[config.mk]
export PLATFORM = sky130hd
export DESIGN_NAME = instruction_fetch_unit
export DESIGN_NICKNAME = d
export VERILOG_FILES = /design/src/rtl/instruction_fetch_unit.sv
export SDC_FILE = /design/constraint.sdc
export NUM_CORES = 1
export LEC_CHECK = 0
export ABC_AREA = 1
export CAP_MARGIN = 20
export CORE_AREA = 2 2 135 104
export DETAILED_ROUTE_END_ITERATION = 10
export DIE_AREA = 0 0 137 106
export GPL_TIMING_DRIVEN = 0
export PLACE_DENSITY = 0.84
export SETUP_SLACK_MARGIN = 0.15
export SYNTH_ARGS = -nofsm -noshare
export SYNTH_HDL_FRONTEND = slang
export SYNTH_SLANG_ARGS = --single-unit
export TNS_END_PERCENT = 50
[constraint.sdc]
create_clock -name i_Clock -period 2.4 [get_ports i_Clock]
set_input_delay 0.6 -clock i_Clock [delete_from_list [all_inputs] [get_ports i_Clock]]
set_output_delay 0.6 -clock i_Clock [all_outputs]
set_load 0.03 [all_outputs]
[src/rtl/instruction_fetch_unit.sv]
// Instruction fetch unit: owns the PC, drives the instruction memory word
// address, captures the returned word into the IF/ID register and handles
// stall, branch redirect and end-of-program halt.
//
// state  | meaning
// -------+------------------------------------------------------------
// S_IDLE | after reset; PC held, nothing fetched, waiting for Start
// S_RUN  | fetching one word per edge unless stalled or redirected
// S_HALT | end of program reached; frozen until Reset
module instruction_fetch_unit #(
  parameter logic [31:0] RESET_PC    = 32'd0,
  parameter logic [31:0] MAX_ADDR    = 32'd31,
  parameter int unsigned COUNT_WIDTH = 32
) (
  input  logic                   i_Clock,
  input  logic                   i_Reset,
  input  logic                   i_Start,
  input  logic                   i_Stall,
  input  logic                   i_Branch_Taken,
  input  logic [31:0]            i_Branch_Target,
  input  logic [31:0]            i_Instruction,
  input  logic                   i_Exit,
  output logic [31:0]            o_Instruction_Add,
  output logic [31:0]            o_IF_ID_Instruction,
  output logic [31:0]            o_IF_ID_PC,
  output logic                   o_IF_ID_Valid,
  output logic                   o_Halted,
  output logic [COUNT_WIDTH-1:0] o_Fetch_Count
);

  typedef enum logic [1:0] {S_IDLE, S_RUN, S_HALT} state_t;

  state_t                 r_state;
  logic [31:0]            r_pc;
  logic [31:0]            r_if_id_instr;
  logic [31:0]            r_if_id_pc;
  logic                   r_if_id_valid;
  logic [COUNT_WIDTH-1:0] r_fetch_count;

  state_t                 w_state_nxt;
  logic [31:0]            w_pc_nxt;
  logic [31:0]            w_if_id_instr_nxt;
  logic [31:0]            w_if_id_pc_nxt;
  logic                   w_if_id_valid_nxt;
  logic [COUNT_WIDTH-1:0] w_fetch_count_nxt;
  logic                   w_end_of_prog;

  assign w_end_of_prog = i_Exit || (r_pc > MAX_ADDR);

  // Next-state and datapath decode; branch beats stall beats halt beats fetch.
  always_comb begin
    w_state_nxt       = r_state;
    w_pc_nxt          = r_pc;
    w_if_id_instr_nxt = r_if_id_instr;
    w_if_id_pc_nxt    = r_if_id_pc;
    w_if_id_valid_nxt = r_if_id_valid;
    w_fetch_count_nxt = r_fetch_count;
    case (r_state)
      S_IDLE: begin
        w_if_id_valid_nxt = 1'b0;
        if (i_Start) begin
          w_state_nxt = S_RUN;
        end
      end
      S_RUN: begin
        if (i_Branch_Taken) begin
          // Anything seen at the wrong-path address, Exit included, is dropped.
          w_pc_nxt          = i_Branch_Target;
          w_if_id_valid_nxt = 1'b0;
        end else if (i_Stall) begin
          w_state_nxt = S_RUN;
        end else if (w_end_of_prog) begin
          w_state_nxt       = S_HALT;
          w_if_id_valid_nxt = 1'b0;
        end else begin
          w_if_id_instr_nxt = i_Instruction;
          w_if_id_pc_nxt    = r_pc;
          w_if_id_valid_nxt = 1'b1;
          w_pc_nxt          = r_pc + 32'd1;
          w_fetch_count_nxt = r_fetch_count + COUNT_WIDTH'(1);
        end
      end
      S_HALT: begin
        w_if_id_valid_nxt = 1'b0;
      end
      default: begin
        w_state_nxt       = S_IDLE;
        w_if_id_valid_nxt = 1'b0;
      end
    endcase
  end

  // State and pipeline registers with synchronous reset.
  always_ff @(posedge i_Clock) begin
    if (i_Reset) begin
      r_state       <= S_IDLE;
      r_pc          <= RESET_PC;
      r_if_id_instr <= 32'd0;
      r_if_id_pc    <= 32'd0;
      r_if_id_valid <= 1'b0;
      r_fetch_count <= '0;
    end else begin
      r_state       <= w_state_nxt;
      r_pc          <= w_pc_nxt;
      r_if_id_instr <= w_if_id_instr_nxt;
      r_if_id_pc    <= w_if_id_pc_nxt;
      r_if_id_valid <= w_if_id_valid_nxt;
      r_fetch_count <= w_fetch_count_nxt;
    end
  end

  assign o_Instruction_Add   = r_pc;
  assign o_IF_ID_Instruction = r_if_id_instr;
  assign o_IF_ID_PC          = r_if_id_pc;
  assign o_IF_ID_Valid       = r_if_id_valid;
  assign o_Halted            = (r_state == S_HALT);
  assign o_Fetch_Count       = r_fetch_count;

endmodule

# --- Word-level counts from Yosys, hierarchy flattened ---
# Index checks and enable logic that the tools add are counted.
word_totals:
  ff_bits: 131
  output_inout_bits: 130
op_classes:
  add_sub_neg: 2
  order_cmp: 1
  eq_ne: 7
  n_mux: 9
  n_bitwise: 5
  reduce_logical: 6
ops:
  columns: ["op", "count"]
  rows:
  - ["32-bit 2-to-1 mux", 3]
  - ["32-bit by 1-bit adder with 32-bit output, second input constant", 2]
  - ["32-bit by 5-bit greater-than comparator with 1-bit output, second input constant", 1]
  - ["2-bit 2-to-1 mux", 4]
  - ["4-bit AND reduction", 2]
  - ["2-bit inequality test, second input constant", 3]
  - ["2-bit one-hot mux with 3 select lines", 1]
  - ["1-bit NOT", 5]
  - ["3-bit inequality test, second input constant", 1]
  - ["3-bit AND reduction", 1]
  - ["3-bit OR reduction", 1]
  - ["2-bit by 1-bit equality test with 1-bit output, second input constant", 1]
  - ["2-bit equality test, second input constant", 1]
  - ["2-bit zero test", 1]
  - ["2-bit by 1-bit inequality test with 1-bit output, second input constant", 1]
  - ["1-bit logical OR", 1]
  - ["1-bit 2-to-1 mux", 1]

# --- Logic depth before layout (Yosys ltp) ---
depth:
  word_depth: 6
  mapped_depth: 13
  depth_no_buf: 11

# --- Worst setup path after synthesis ---
# OpenSTA, ideal clock, no wires.
synth_timing:
  kind: "register to register"
  start: "reg r_pc[1] (netlist: o_Instruction_Add[1])"
  end: "reg r_pc[8] (netlist: o_Instruction_Add[8])"
  setup_ps: 132
  arrival_time_ps: 1723
  slack_ps: 545
  stages_incl_launch_ff: 10
  path_buffers: 0
  synth_period_minus_slack_ps: 1855
  path_cell_list: "dfxtp_1 ha_1 nand2_1 nor2_2 nand2_1 nor2_1 xor2_1 nand2_1 o211ai_1 a21oi_1"
synth_via:
  elab_chain_cells: 4
synth_lines:
  columns: ["item", "line_no", "source"]
  rows:
  - ["start, declared", "34", "logic [31:0] r_pc;"]
  - ["start signal, assigned", "104", "r_pc <= w_pc_nxt;"]
  - ["32-bit by 1-bit adder with 32-bit output / 32-bit by 5-bit greater-than comparator with 1-bit output (equally long branches)", "79, 48", null]
  - ["32-bit 2-to-1 mux / 1-bit logical OR (equally long branches)", "72, 48", null]
  - ["32-bit 2-to-1 mux / 2-bit inequality test (equally long branches)", null, null]
  - ["32-bit 2-to-1 mux / 3-bit AND reduction (equally long branches)", null, null]
# Parallel ways exist; a longest one is shown, timed or not. The select of a mux whose other input is x is not followed.
# A chain may end at the register's enable or synchronous reset.

# --- Worst setup path after layout ---
layout_timing:
  start: "reg r_pc[2] (netlist: o_Instruction_Add[2])"
  end: "out o_Instruction_Add[2]"
layout_rtl:
  columns: ["item", "line_no", "source"]
  rows:
  - ["end, declared", "23", "output logic [31:0] o_Instruction_Add,"]
# No word-level cell between the ends.

==> insert_results.sql <==
INSERT INTO impl_metrics (metric_group, metric, value, unit) VALUES
('outcome', 'status', 'finished clean', ''),
('synthesis', 'synth-xor-area-share', '0.0121', ''),
('critical_path', 'critical-path-slowest-cell', 'clkdlybuf4s50_1', ''),
('synthesis', 'post_synth_fa_ha_maj_area_fraction', '0.00385', ''),
('cells_and_area', 'antenna-diode-count', '0', ''),
('synthesis', 'postSynthRegisterBits', '131', ''),
('timing', 'maxSlewViolCount', '0', ''),
('power', 'fin_total_pwr', '0.00562', 'W'),
('critical_path', 'critical_path_required', '1.80', 'ns'),
('placed_design', 'place_congestion', '0.967', ''),
('synthesis', 'synth-seq-area-share', '0.403', ''),
('die', 'io-pin-count', '200', ''),
('clock_tree', 'cts-hold-fix-buffers', '0', ''),
('die', 'die_width', '137', 'um'),
('critical_path', 'crit_arrival', '1.67', 'ns'),
('power', 'power.density', '602', 'nW/um^2'),
('job', 'cap_violations', '0', ''),
('power', 'p_leak', '3.69', 'nW'),
('routing', 'drt_first_pass_iters', '5', ''),
('critical_path', 'timing.critical_path.max_delay_family', 'buffers and inverters', ''),
('timing', 'rsz0062_at_grt', 'true', ''),
('cells_and_area', 'final_core_util', '0.701', ''),
('routing', 'detail_route.wl_per_cell', '15.5', 'um'),
('synthesis', 'synth_top_family_by_area', 'simple AND/OR/NAND/NOR gates', ''),
('clock_tree', 'cts_num_sinks', '131', ''),
('critical_path', 'biggest_fanout_along_the_worst_timing_path', '8', ''),
('clock_tree', 'worst_setup_hold_path_clk_slew', '0.07', 'ns'),
('die', 'initial_utilization', '0.488', ''),
('global_routing', 'grt_usage', '0.303', ''),
('cells_and_area', 'area.growth.synth_to_final', '43.7', '%'),
('global_routing', 'grt_first_pass_wirelength', '34.7', 'mm'),
('critical_path', 'critical_path_buf_inv_count', '1', ''),
('timing', 'max_slew_margin', '0.484', ''),
('global_routing', 'first_global_vias', '6714', ''),
('placed_design', 'place.port_buffers', '198', ''),
('routing', 'drtIter0Drc', '605', ''),
('clock_tree', 'cts_buffer_depth', '2', ''),
('timing', 'finalWorstPathRequiredPeriod', '2.27', 'ns'),
('routing', 'routed_antenna_nets', '0', ''),
('clock_tree', 'tritoncts_buffer_count', '17', ''),
('routing', 'finalWirelength', '21.9', 'mm'),
('synthesis', 'post_synth_num_cell_types', '41', ''),
('cells_and_area', 'final_cell_count_no_fill', '1410', ''),
('die', 'die_height', '106', 'um'),
('power', 'irDropWorstVdd', '0.534', 'mV'),
('synthesis', 'post_synth_instance_area', '6500', 'um^2'),
('synthesis', 'synth-compound-area-share', '0.114', ''),
('die', 'die_area', '14500', 'um^2'),
('synthesis', 'synth_area_leaders', 'dfxtp_1, nand2_1, nor2_1', ''),
('die', 'row_count', '37', ''),
('routing', 'viasPerCell', '5.27', ''),
('die', 'fp.coreArea', '13300', 'um^2'),
('critical_path', 'cp-end-kind', 'output port', ''),
('global_routing', 'globalRouteOverflowTotal', '0', ''),
('timing', 'timing.final.crit_share', '0.946', ''),
('synthesis', 'mapped_avg_cell_area', '6.49', 'um^2'),
('timing', 'worst_pin_slew', '0.774', 'ns'),
('critical_path', 'cp-start-kind', 'flop', ''),
('clock_tree', 'worstSkewPairLatency', '0.42', 'ns'),
('synthesis', 'synth.top_cell.area_share', '0.403', ''),
('synthesis', 'yosys.area_share.simple', '0.382', ''),
('synthesis', 'synth_warnings', '0', ''),
('global_routing', 'largest_net_degree_at_the_start_of_global_routing', '17', ''),
('routing', 'route.detailed.drc', '0', ''),
('critical_path', 'path_cells', 'clkdlybuf4s50_1', ''),
('critical_path', 'delay_of_the_slowest_cell_on_the_worst_path', '0.75', 'ns'),
('timing', 'hold_slack', '0.455', 'ns'),
('synthesis', 'synth_top_area_cell', 'dfxtp_1', ''),
('routing', 'vias', '7431', ''),
('placed_design', 'place.detailed.hpwl', '16.4', 'mm'),
('placed_design', 'pre_cts_ws', '-0.358', 'ns');
-- cells in the final DEF, fill, tap and decap left out, types with 4 or more instances in the layout --
master | netlist | final
a211oi_1 | 5 | 5
a21oi_1 | 50 | 50
buf_2 | 8 | 8
buf_4 | 2 | 7
clkbuf_1 | 21 | 20
clkbuf_16 | 0 | 17
clkdlybuf4s50_1 | 0 | 192
dfxtp_1 | 131 | 131
dlymetal6s2s_1 | 0 | 5
inv_1 | 92 | 92
inv_2 | 5 | 4
inv_6 | 0 | 5
inv_8 | 0 | 4
nand2_1 | 229 | 229
nand3_1 | 71 | 71
nand3b_1 | 5 | 5
nand4_1 | 19 | 19
nor2_1 | 228 | 228
nor2_2 | 8 | 8
nor3_1 | 18 | 18
o211ai_1 | 4 | 4
o21ai_0 | 57 | 57
xor2_1 | 7 | 7
-- worst paths after layout --
check	from	to	slack, ns	depth (start not counted)
min	o_IF_ID_PC[16]	o_IF_ID_PC[16]	0.45	2
min reg2reg	o_IF_ID_PC[16]	o_IF_ID_PC[16]	0.45	2
max	o_Instruction_Add[2]	o_Instruction_Add[2]	0.13	1
max reg2reg	o_Instruction_Add[1]	o_Instruction_Add[30]	0.29	10
-- cell families (layout without fill, tap and decap cells) --
family                     count (synthesis)  count (layout)
xor gates and xnor gates                   9               9
adders and majority gates                  2               2
buffers and inverters                    136             370
muxes                                      1               1
DFF                                      131             131
and+or+nand+nor                          589             589
AOI/OAI and AO/OA                        133             133
-- cell usage after synthesis --
cell type and n:
nand2_1 229, nor2_1 228, dfxtp_1 131, inv_1 92, nand3_1 71, o21ai_0 57, a21oi_1 50, clkbuf_1 21
nand4_1 19, nor3_1 18, buf_2 8, nor2_2 8, xor2_1 7, a211oi_1 5, buf_1 5, inv_2 5
nand3b_1 5, o211ai_1 4, a31oi_1 3, nor3b_1 3, o22ai_1 3, o31ai_1 3, buf_4 2, buf_6 2
ha_1 2, nand2_2 2, nor2_4 2, o21bai_1 2, xnor2_1 2, a211oi_2 1, and3_1 1, clkinv_2 1
mux2i_1 1, nand3_4 1, nand4_2 1, nor2_8 1, o211a_1 1, o21a_1 1, o21ai_1 1, o21ai_4 1
o41ai_1 1
-- where the power goes --
group	total, W	switching, W	internal [W]	leakage (nW)
sequential	0.00229	0.0000700	0.00222	1.06
combinational	0.000724	0.000427	0.000297	2.35
clock	0.00261	0.00113	0.00148	0.282
-- final cells by class --
type	count	area, um^2
inverters	98	372
well taps	175	219
repair buffers	202	2020
clock inverters	15	166
plain buffers	38	181
clock buffers	17	425
multi-input cells	734	3330
flip-flops and latches	131	2620
fillers	1165	3990
-- registers in the layout, summed over array words and instances, names as in the netlist --
name,count
o_IF_ID_Valid,1
o_IF_ID_Instruction,32
o_Instruction_Add,32
o_Fetch_Count,32
o_IF_ID_PC,32
r_state,2
-- stage by stage --
step           cell area, um^2  setup TNS (ns)
6_report                  9340               0
5_1_grt                   9340               0
4_1_cts                   9320               0
3_5_place_dp              8700          -17.94
3_3_place_gp              8700          -14.57
2_1_floorplan             6500               0
-- metal layers --
metal	GRT usage	vias to the layer above	part of all wire
met2	0.470	375	0.44
met5	0	-	0
li1	-	3652	-
met3	0.0920	20	0.10
met1	0.408	3384	0.44
met4	0.0803	0	0.011
-- repair_timing --
action                     CTS  global route
setup endpoints to repair   18            55
gates resized for setup      2            11
pin swaps                    1             1
buffers inserted             4             0
Power figures use the tool's default switching activity.
